<file path="src/rtl/core_block_controller.sv">
// Core-side block controller: accepts one block assignment from the dispatcher,
// spreads the block's threads across the core's warps, launches the active warps,
// gathers their completions and holds done until the core is reset.
module core_block_controller #(
   parameter int NUM_WARPS        = 4,
   parameter int THREADS_PER_WARP = 8,
   parameter int DATA_WIDTH       = 8
) (
   input  logic                                      clk,
   input  logic                                      reset,
   input  logic                                      block_reset_i,
   input  logic                                      start_i,
   input  logic [DATA_WIDTH-1:0]                     block_id_i,
   input  logic [DATA_WIDTH-1:0]                     threads_per_block_i,
   input  logic [NUM_WARPS-1:0]                      warp_done_i,
   output logic [NUM_WARPS-1:0]                      warp_start_o,
   output logic [NUM_WARPS*THREADS_PER_WARP-1:0]     warp_thread_mask_o,
   output logic [NUM_WARPS-1:0][DATA_WIDTH-1:0]      warp_base_tid_o,
   output logic [DATA_WIDTH-1:0]                     block_id_o,
   output logic                                      busy_o,
   output logic                                      done_o,
   output logic                                      cfg_error_o
);

   localparam int CAPACITY = NUM_WARPS * THREADS_PER_WARP;

   typedef enum logic [1:0] {
      IDLE   = 2'd0,
      LAUNCH = 2'd1,
      RUN    = 2'd2,
      DONE   = 2'd3
   } state_t;

   state_t state_q, state_d;

   logic [NUM_WARPS-1:0]                  active_mask_q, active_mask_d;
   logic [NUM_WARPS-1:0]                  done_seen_q, done_seen_d;
   logic [NUM_WARPS-1:0]                  warp_start_q, warp_start_d;
   logic [CAPACITY-1:0]                   lane_mask_q, lane_mask_d;
   logic [NUM_WARPS-1:0][DATA_WIDTH-1:0]  base_tid_q, base_tid_d;
   logic [DATA_WIDTH-1:0]                 block_id_q, block_id_d;
   logic                                  busy_q, busy_d;
   logic                                  done_q, done_d;
   logic                                  cfg_error_q, cfg_error_d;

   logic [31:0]                           tpb_wide;
   logic [31:0]                           n_clamped;
   logic                                  clamp;
   logic [DATA_WIDTH-1:0]                 block_base;
   logic [NUM_WARPS-1:0]                  new_active;
   logic [CAPACITY-1:0]                   new_lanes;
   logic [NUM_WARPS-1:0][DATA_WIDTH-1:0]  new_base;

   // Work out the launch image (active warps, lane enables, base ids) from the incoming assignment
   always_comb begin
      tpb_wide   = 32'(threads_per_block_i);
      clamp      = tpb_wide > 32'(CAPACITY);
      n_clamped  = clamp ? 32'(CAPACITY) : tpb_wide;
      block_base = block_id_i * threads_per_block_i;
      new_active = '0;
      new_lanes  = '0;
      new_base   = '0;
      for (int w = 0; w < NUM_WARPS; w++) begin
         if (32'(w * THREADS_PER_WARP) < n_clamped) begin
            new_active[w] = 1'b1;
            new_base[w]   = block_base + DATA_WIDTH'(w * THREADS_PER_WARP);
         end
         for (int t = 0; t < THREADS_PER_WARP; t++) begin
            new_lanes[w*THREADS_PER_WARP + t] = (32'(w * THREADS_PER_WARP + t) < n_clamped);
         end
      end
   end

   // State register; either reset source returns the controller to IDLE
   always_ff @(posedge clk) begin
      if (reset || block_reset_i) begin
         state_q <= IDLE;
      end else begin
         state_q <= state_d;
      end
   end

   // Next-state logic: a zero-thread block skips RUN, RUN ends once every active warp reported
   always_comb begin
      state_d = state_q;
      case (state_q)
         IDLE:    if (start_i) state_d = LAUNCH;
         LAUNCH:  state_d = (active_mask_q != '0) ? RUN : DONE;
         RUN:     if ((done_seen_q | (warp_done_i & active_mask_q)) == active_mask_q) state_d = DONE;
         DONE:    state_d = DONE;
         default: state_d = IDLE;
      endcase
   end

   // Output/datapath next values so every output can be registered alongside the state
   always_comb begin
      warp_start_d  = '0;
      active_mask_d = active_mask_q;
      done_seen_d   = done_seen_q;
      lane_mask_d   = lane_mask_q;
      base_tid_d    = base_tid_q;
      block_id_d    = block_id_q;
      cfg_error_d   = cfg_error_q;
      busy_d        = (state_d == LAUNCH) || (state_d == RUN);
      done_d        = (state_d == DONE);
      case (state_q)
         IDLE: begin
            if (start_i) begin
               active_mask_d = new_active;
               done_seen_d   = '0;
               lane_mask_d   = new_lanes;
               base_tid_d    = new_base;
               block_id_d    = block_id_i;
               cfg_error_d   = cfg_error_q | clamp;
               warp_start_d  = new_active;
            end
         end
         RUN:     done_seen_d = done_seen_q | (warp_done_i & active_mask_q);
         default: ;
      endcase
   end

   // Registered outputs and block bookkeeping, cleared by either reset source
   always_ff @(posedge clk) begin
      if (reset || block_reset_i) begin
         active_mask_q <= '0;
         done_seen_q   <= '0;
         warp_start_q  <= '0;
         lane_mask_q   <= '0;
         base_tid_q    <= '0;
         block_id_q    <= '0;
         busy_q        <= 1'b0;
         done_q        <= 1'b0;
      end else begin
         active_mask_q <= active_mask_d;
         done_seen_q   <= done_seen_d;
         warp_start_q  <= warp_start_d;
         lane_mask_q   <= lane_mask_d;
         base_tid_q    <= base_tid_d;
         block_id_q    <= block_id_d;
         busy_q        <= busy_d;
         done_q        <= done_d;
      end
   end

   // Configuration error is sticky across blocks; only the global reset clears it
   always_ff @(posedge clk) begin
      if (reset) begin
         cfg_error_q <= 1'b0;
      end else if (!block_reset_i) begin
         cfg_error_q <= cfg_error_d;
      end
   end

   assign warp_start_o       = warp_start_q;
   assign warp_thread_mask_o = lane_mask_q;
   assign warp_base_tid_o    = base_tid_q;
   assign block_id_o         = block_id_q;
   assign busy_o             = busy_q;
   assign done_o             = done_q;
   assign cfg_error_o        = cfg_error_q;

endmodule

</file>
<file path="config.mk">
export PLATFORM = sky130hd
export DESIGN_NAME = core_block_controller
export DESIGN_NICKNAME = d
export VERILOG_FILES = /design/src/rtl/core_block_controller.sv
export SDC_FILE = /design/constraint.sdc
export NUM_CORES = 1
export LEC_CHECK = 0
export BUFFER_PORTS_ARGS = -buffer_cell sky130_fd_sc_hd__buf_2
export CAP_MARGIN = 20
export CORE_UTILIZATION = 53
export CTS_CLUSTER_SIZE = 8
export DETAILED_ROUTE_END_ITERATION = 6
export PLACE_DENSITY = 0.8
export SLEW_MARGIN = 5
export SYNTH_ARGS = -nofsm -noshare
export SYNTH_HDL_FRONTEND = slang
export SYNTH_SLANG_ARGS = --single-unit
</file>
<file path="constraint.sdc">
create_clock -name clk -period 6.11 [get_ports clk]
set_input_delay 0.9165 -clock clk [delete_from_list [all_inputs] [get_ports clk]]
set_output_delay 0.9165 -clock clk [all_outputs]
set_load 0.005 [all_outputs]
</file>
==> results.md <==
- The largest net degree at the start of global routing is 52.
- The via count of the first global-routing pass came to roughly 3500.
- Wires add up to approximately 10000 µm.
- For this design the ratio of total power to cell area is 295 nW/µm².
- After routing the design area is 4850 µm².
- The logic depth of the worst setup path including buffers is 16.
- The global-route wire length before repair is 17100 µm.
- The number of placement rows is 31.
- The critical path data arrival time is 4.92 ns.
- The library cell used most frequently in the layout, excluding fill and tap cells, is sky130_fd_sc_hd__buf_2.
- The largest clock skew in the final design is 0.00729 ns.
- The endpoint required time on the critical path is 6.40 ns.
- In the layout the commonest cells are 102 x sky130_fd_sc_hd__buf_2, 85 x sky130_fd_sc_hd__dfxtp_1, 63 x sky130_fd_sc_hd__nand2_1, 44 x sky130_fd_sc_hd__a21oi_1, 38 x sky130_fd_sc_hd__o21ai_0.
- 103 I/O pins were placed.
- The last weighted congestion value of the routability-driven placer is 0.871.
- The initial antenna violation count is 0.
- In this run the static leakage power is 2.31 nW.
- Clock tree synthesis inserted a total of 9 buffers.
- The number of hold buffers added after CTS is 0.
- The number of vias after detailed routing is between 3000 and 4000.
- The cell type with the highest aggregate area in the netlist is sky130_fd_sc_hd__dfxtp_1.
- The startpoint type of the worst setup path is an input pin.
- Of the synthesized area, sequential elements account for 41.2%.
- Of the cells placed in the final design, the portion with a size suffix greater than 1 is 23.2%.
- The filler cells instantiated in the layout total about 630.
- The area fraction of the dominant cell type after synthesis is 41.2%.
- In the routed layout, each cell is associated on average with a via count of ~5.5.
- The number of buffers inserted to repair setup after CTS is 0.
- The worst hold path passes through 2 cells.
- In the synthesized netlist, the number of instances is 477.
- The final period utilization is approximately 76%.
- The H-tree was split into 3 levels.
- The tree built by TritonCTS fans out to between 80 and 90 sinks.
- The critical path goes through buf_2, nand2_1, fa_1, inv_1, fa_1, ha_1, inv_1, fa_1, inv_1, ha_1, xor2_1, ha_1, nand2_1, xnor2_1, nand3_1, a21oi_1.
- The type of the worst setup path is in -> reg.
- Across all setup checks in the final design, the least slack found is approximately 1.5 ns.
- The final number of max-transition violations is 0.
- For the finished layout, the period the worst path requires is 4.64 ns.
- The CTS tree is yes.
- Ranked by total cell area, the synthesized netlist is headed by sky130_fd_sc_hd__dfxtp_1 41%, sky130_fd_sc_hd__ha_1 6.4%, sky130_fd_sc_hd__fa_1 5.8%, sky130_fd_sc_hd__nand2_1 5.7%, sky130_fd_sc_hd__a21oi_1 5.3%.
- On the critical path the largest part of the delay comes from adder cells.
- The x dimension of the die is 90.2 µm.
- The number of DRC markers after the initial detailed-route iteration is 235.
- The detail route stage leaves a number of antenna-violating nets equal to 0.
- The number of cells on the worst reg-to-reg path is 6.
- The buffer depth of the longest clock path is 2.
- The launching element of the worst setup path is threads_per_block_i[4].
- After the last flow step, the layout net total stands at 621.
- The sort of element at the end of the critical path is a flop.
- Once the clock tree was built, the resizer swapped 0 gates to a different size.
- The yosys synthesis warning count is 0.
- The startpoint of the lowest-slack register-to-register path is state_q[0].
- On the critical path, the stage with the largest delay is an instance of sky130_fd_sc_hd__xor2_1.
- The setup violation total in the final timing report is 0.
- The final-report hold violation count is 0.
- Global routing used 25.9% of the available tracks across all layers.
- The clock latency at the later pin of the worst-skew pair is 0.36 ns.
- Across the run, the number of max-cap violations was 0.
- The starting density of the core is between 50% and 60%.
- The tightest min-delay check is of the reg -> reg type.
- The minimum setup slack after placement is 1.10 ns.
- Setup repair after global routing left no endpoint under its margin.
- The top achievable clock speed is 0.216 GHz.
- The clock root buffer is sky130_fd_sc_hd__clkbuf_8.
- The clock transition at the registers of the reported paths is 0.09 ns.
- The die is 90.2 µm tall.
- The number of input and output port buffers inserted is 102.
- The number of distinct library cells after synthesis is 45.
- Synthesis inferred 85 register bits.
- For the final routed database, the setup TNS stands at 0 ns.
- The routed wire length per instance is ~15 µm.
- The final cell count without fillers is 668.
- Of all nets on the critical path, the largest fanout is 23.
- In this design, the stage delay of the slowest critical-path cell is 0.55 ns.
- Once placement finished, the instance area stood at ~4700 µm².
- The floorplan step defined a die boundary enclosing 8140 µm².
- The mapped netlist covers roughly 4100 µm².
- At the pin with the least slew margin, the transition time is 0.780 ns.
- The core footprint is 7370 µm².
- The iteration count of the initial detailed-routing pass is 5.
- Measured against its own limit, the worst slew margin works out to 47.6%.
- The flow ran to the end, and the final reports show no timing, DRC or antenna violations.
- The synthesis-to-layout area growth is 17.6%.
- The total overflow left after global routing is 0.
- The antenna diode instance count is 0.
- The number of placed instances with taps included is 651.
- The post-DP HPWL is 7300 µm.
- The critical path contains buffers and inverters numbering 4 combined.
- For this run, the share of the core covered by cells in the final layout is 65.8%.
- The number of DRC violations after detailed routing is 0.
- In this run the mean area of a mapped cell was about 8.6 µm².
- The total nets after synthesis is 534.
- The startpoint identified for the worst hold timing path is block_id_o[2].
- The peak supply drop is 0.142 mV.
[worst reg2reg max path, delay by kind of cell, from the launching register on]
| family | cells | cell delay (ns) |
|---|---|---|
| DFF | 1 | 0.36 |
| buffers and inverters | 1 | 0.41 |
| AOI/OAI and AO/OA | 1 | 0.20 |
| and+or+nand+nor | 4 | 0.92 |
[state kept, by name, summed over array words and instances, names as in the netlist]
signal	cells
active_mask_q	3
block_id_o	8
busy_o	1
cfg_error_o	1
done_o	1
done_seen_q	4
state_q	2
warp_base_tid_o	32
warp_start_o	4
warp_thread_mask_o	29
[where the power goes]
group          leakage, nW  switching, W  internal [W]
clock network       0.0963      0.000214      0.000154
registers            0.693     0.0000214      0.000592
logic                 1.52      0.000253      0.000197
[final timing paths]
| kind | to | slack (ns) |
|---|---|---|
| setup / recovery | warp_base_tid_o[14] | 1.47 |
| hold / removal | block_id_o[2] | 0.46 |
| setup reg to reg | warp_base_tid_o[4] | 4.17 |
| hold reg to reg | block_id_o[2] | 0.46 |
[cells by family after synthesis]
group	share of synthesized area, %
AOI/OAI and AO/OA	18.7
xor gates and xnor gates	5.55
DFF	41.2
buffers and inverters	5.70
and+or+nand+nor	16.6
adders and majority gates	12.2
[cells in the mapped netlist]
| cell | n |
|---|---|
| sky130_fd_sc_hd__buf_2 | 5 |
| sky130_fd_sc_hd__o21bai_1 | 1 |
| sky130_fd_sc_hd__a22o_1 | 12 |
| sky130_fd_sc_hd__fa_1 | 12 |
| sky130_fd_sc_hd__o21ai_2 | 1 |
| sky130_fd_sc_hd__or4_4 | 1 |
| sky130_fd_sc_hd__and2_1 | 20 |
| sky130_fd_sc_hd__o211ai_1 | 3 |
| sky130_fd_sc_hd__nand3b_1 | 1 |
| sky130_fd_sc_hd__o21ai_1 | 2 |
| sky130_fd_sc_hd__xnor3_1 | 1 |
| sky130_fd_sc_hd__o22ai_1 | 1 |
| sky130_fd_sc_hd__a21o_1 | 2 |
| sky130_fd_sc_hd__a31oi_1 | 4 |
| sky130_fd_sc_hd__ha_1 | 21 |
| sky130_fd_sc_hd__nor2_4 | 1 |
| sky130_fd_sc_hd__nor2_1 | 34 |
| sky130_fd_sc_hd__xor2_1 | 6 |
| sky130_fd_sc_hd__a32o_1 | 1 |
| sky130_fd_sc_hd__o21ai_0 | 38 |
| sky130_fd_sc_hd__o221a_2 | 2 |
| sky130_fd_sc_hd__inv_1 | 30 |
| sky130_fd_sc_hd__a221oi_1 | 1 |
| sky130_fd_sc_hd__nand4_1 | 2 |
| sky130_fd_sc_hd__nand2_1 | 63 |
| sky130_fd_sc_hd__nor2b_1 | 2 |
| sky130_fd_sc_hd__xnor2_2 | 1 |
| sky130_fd_sc_hd__and2_0 | 2 |
| sky130_fd_sc_hd__or2_2 | 2 |
| sky130_fd_sc_hd__clkbuf_1 | 26 |
| sky130_fd_sc_hd__nor3b_1 | 1 |
| sky130_fd_sc_hd__o2111ai_1 | 2 |
| sky130_fd_sc_hd__nor4_1 | 1 |
| sky130_fd_sc_hd__and3_1 | 1 |
| sky130_fd_sc_hd__nand2b_1 | 1 |
| sky130_fd_sc_hd__or3_1 | 2 |
| sky130_fd_sc_hd__nor3_1 | 5 |
| sky130_fd_sc_hd__a32oi_1 | 5 |
| sky130_fd_sc_hd__a21oi_1 | 44 |
| sky130_fd_sc_hd__a211oi_1 | 3 |
| sky130_fd_sc_hd__nand3_1 | 10 |
| sky130_fd_sc_hd__dfxtp_1 | 85 |
| sky130_fd_sc_hd__xnor2_1 | 13 |
| sky130_fd_sc_hd__xnor3_2 | 1 |
| sky130_fd_sc_hd__a22oi_1 | 5 |
[routing by layer]
| metal | routed length, µm | share of wire [%] | track usage (%) | up-vias |
|---|---|---|---|---|
| met5 | 0 | 0 | 0 | - |
| met1 | 4490 | 44 | 33.3 | 1726 |
| met2 | 4960 | 49 | 43.2 | 140 |
| li1 | - | - | - | 1786 |
| met4 | 199 | 2.0 | 10.5 | 0 |
| met3 | 546 | 5.4 | 4.23 | 22 |
[final cells by class]
class / instances / area [µm²] / share of cell area [%]
multi-input combinational: 331 / 2190 / 45.1
sequential: 85 / 1700 / 35.1
timing repair buffer: 107 / 546 / 11.2
clock buffer: 9 / 124 / 2.55
tap: 99 / 124 / 2.55
inverter: 30 / 113 / 2.32
clock inverter: 7 / 56.3 / 1.16
[per-stage QoR]
step / hold WS (ns) / total power, W
6_report: 0.456 / 0.00143
3_5_place_dp: 0.446 / 0.00107
2_1_floorplan: 0.444 / 0.000947
3_3_place_gp: 0.435 / 0.00105
4_1_cts: 0.458 / 0.00144
5_1_grt: 0.492 / 0.00152
Power figures use the tool's default switching activity.
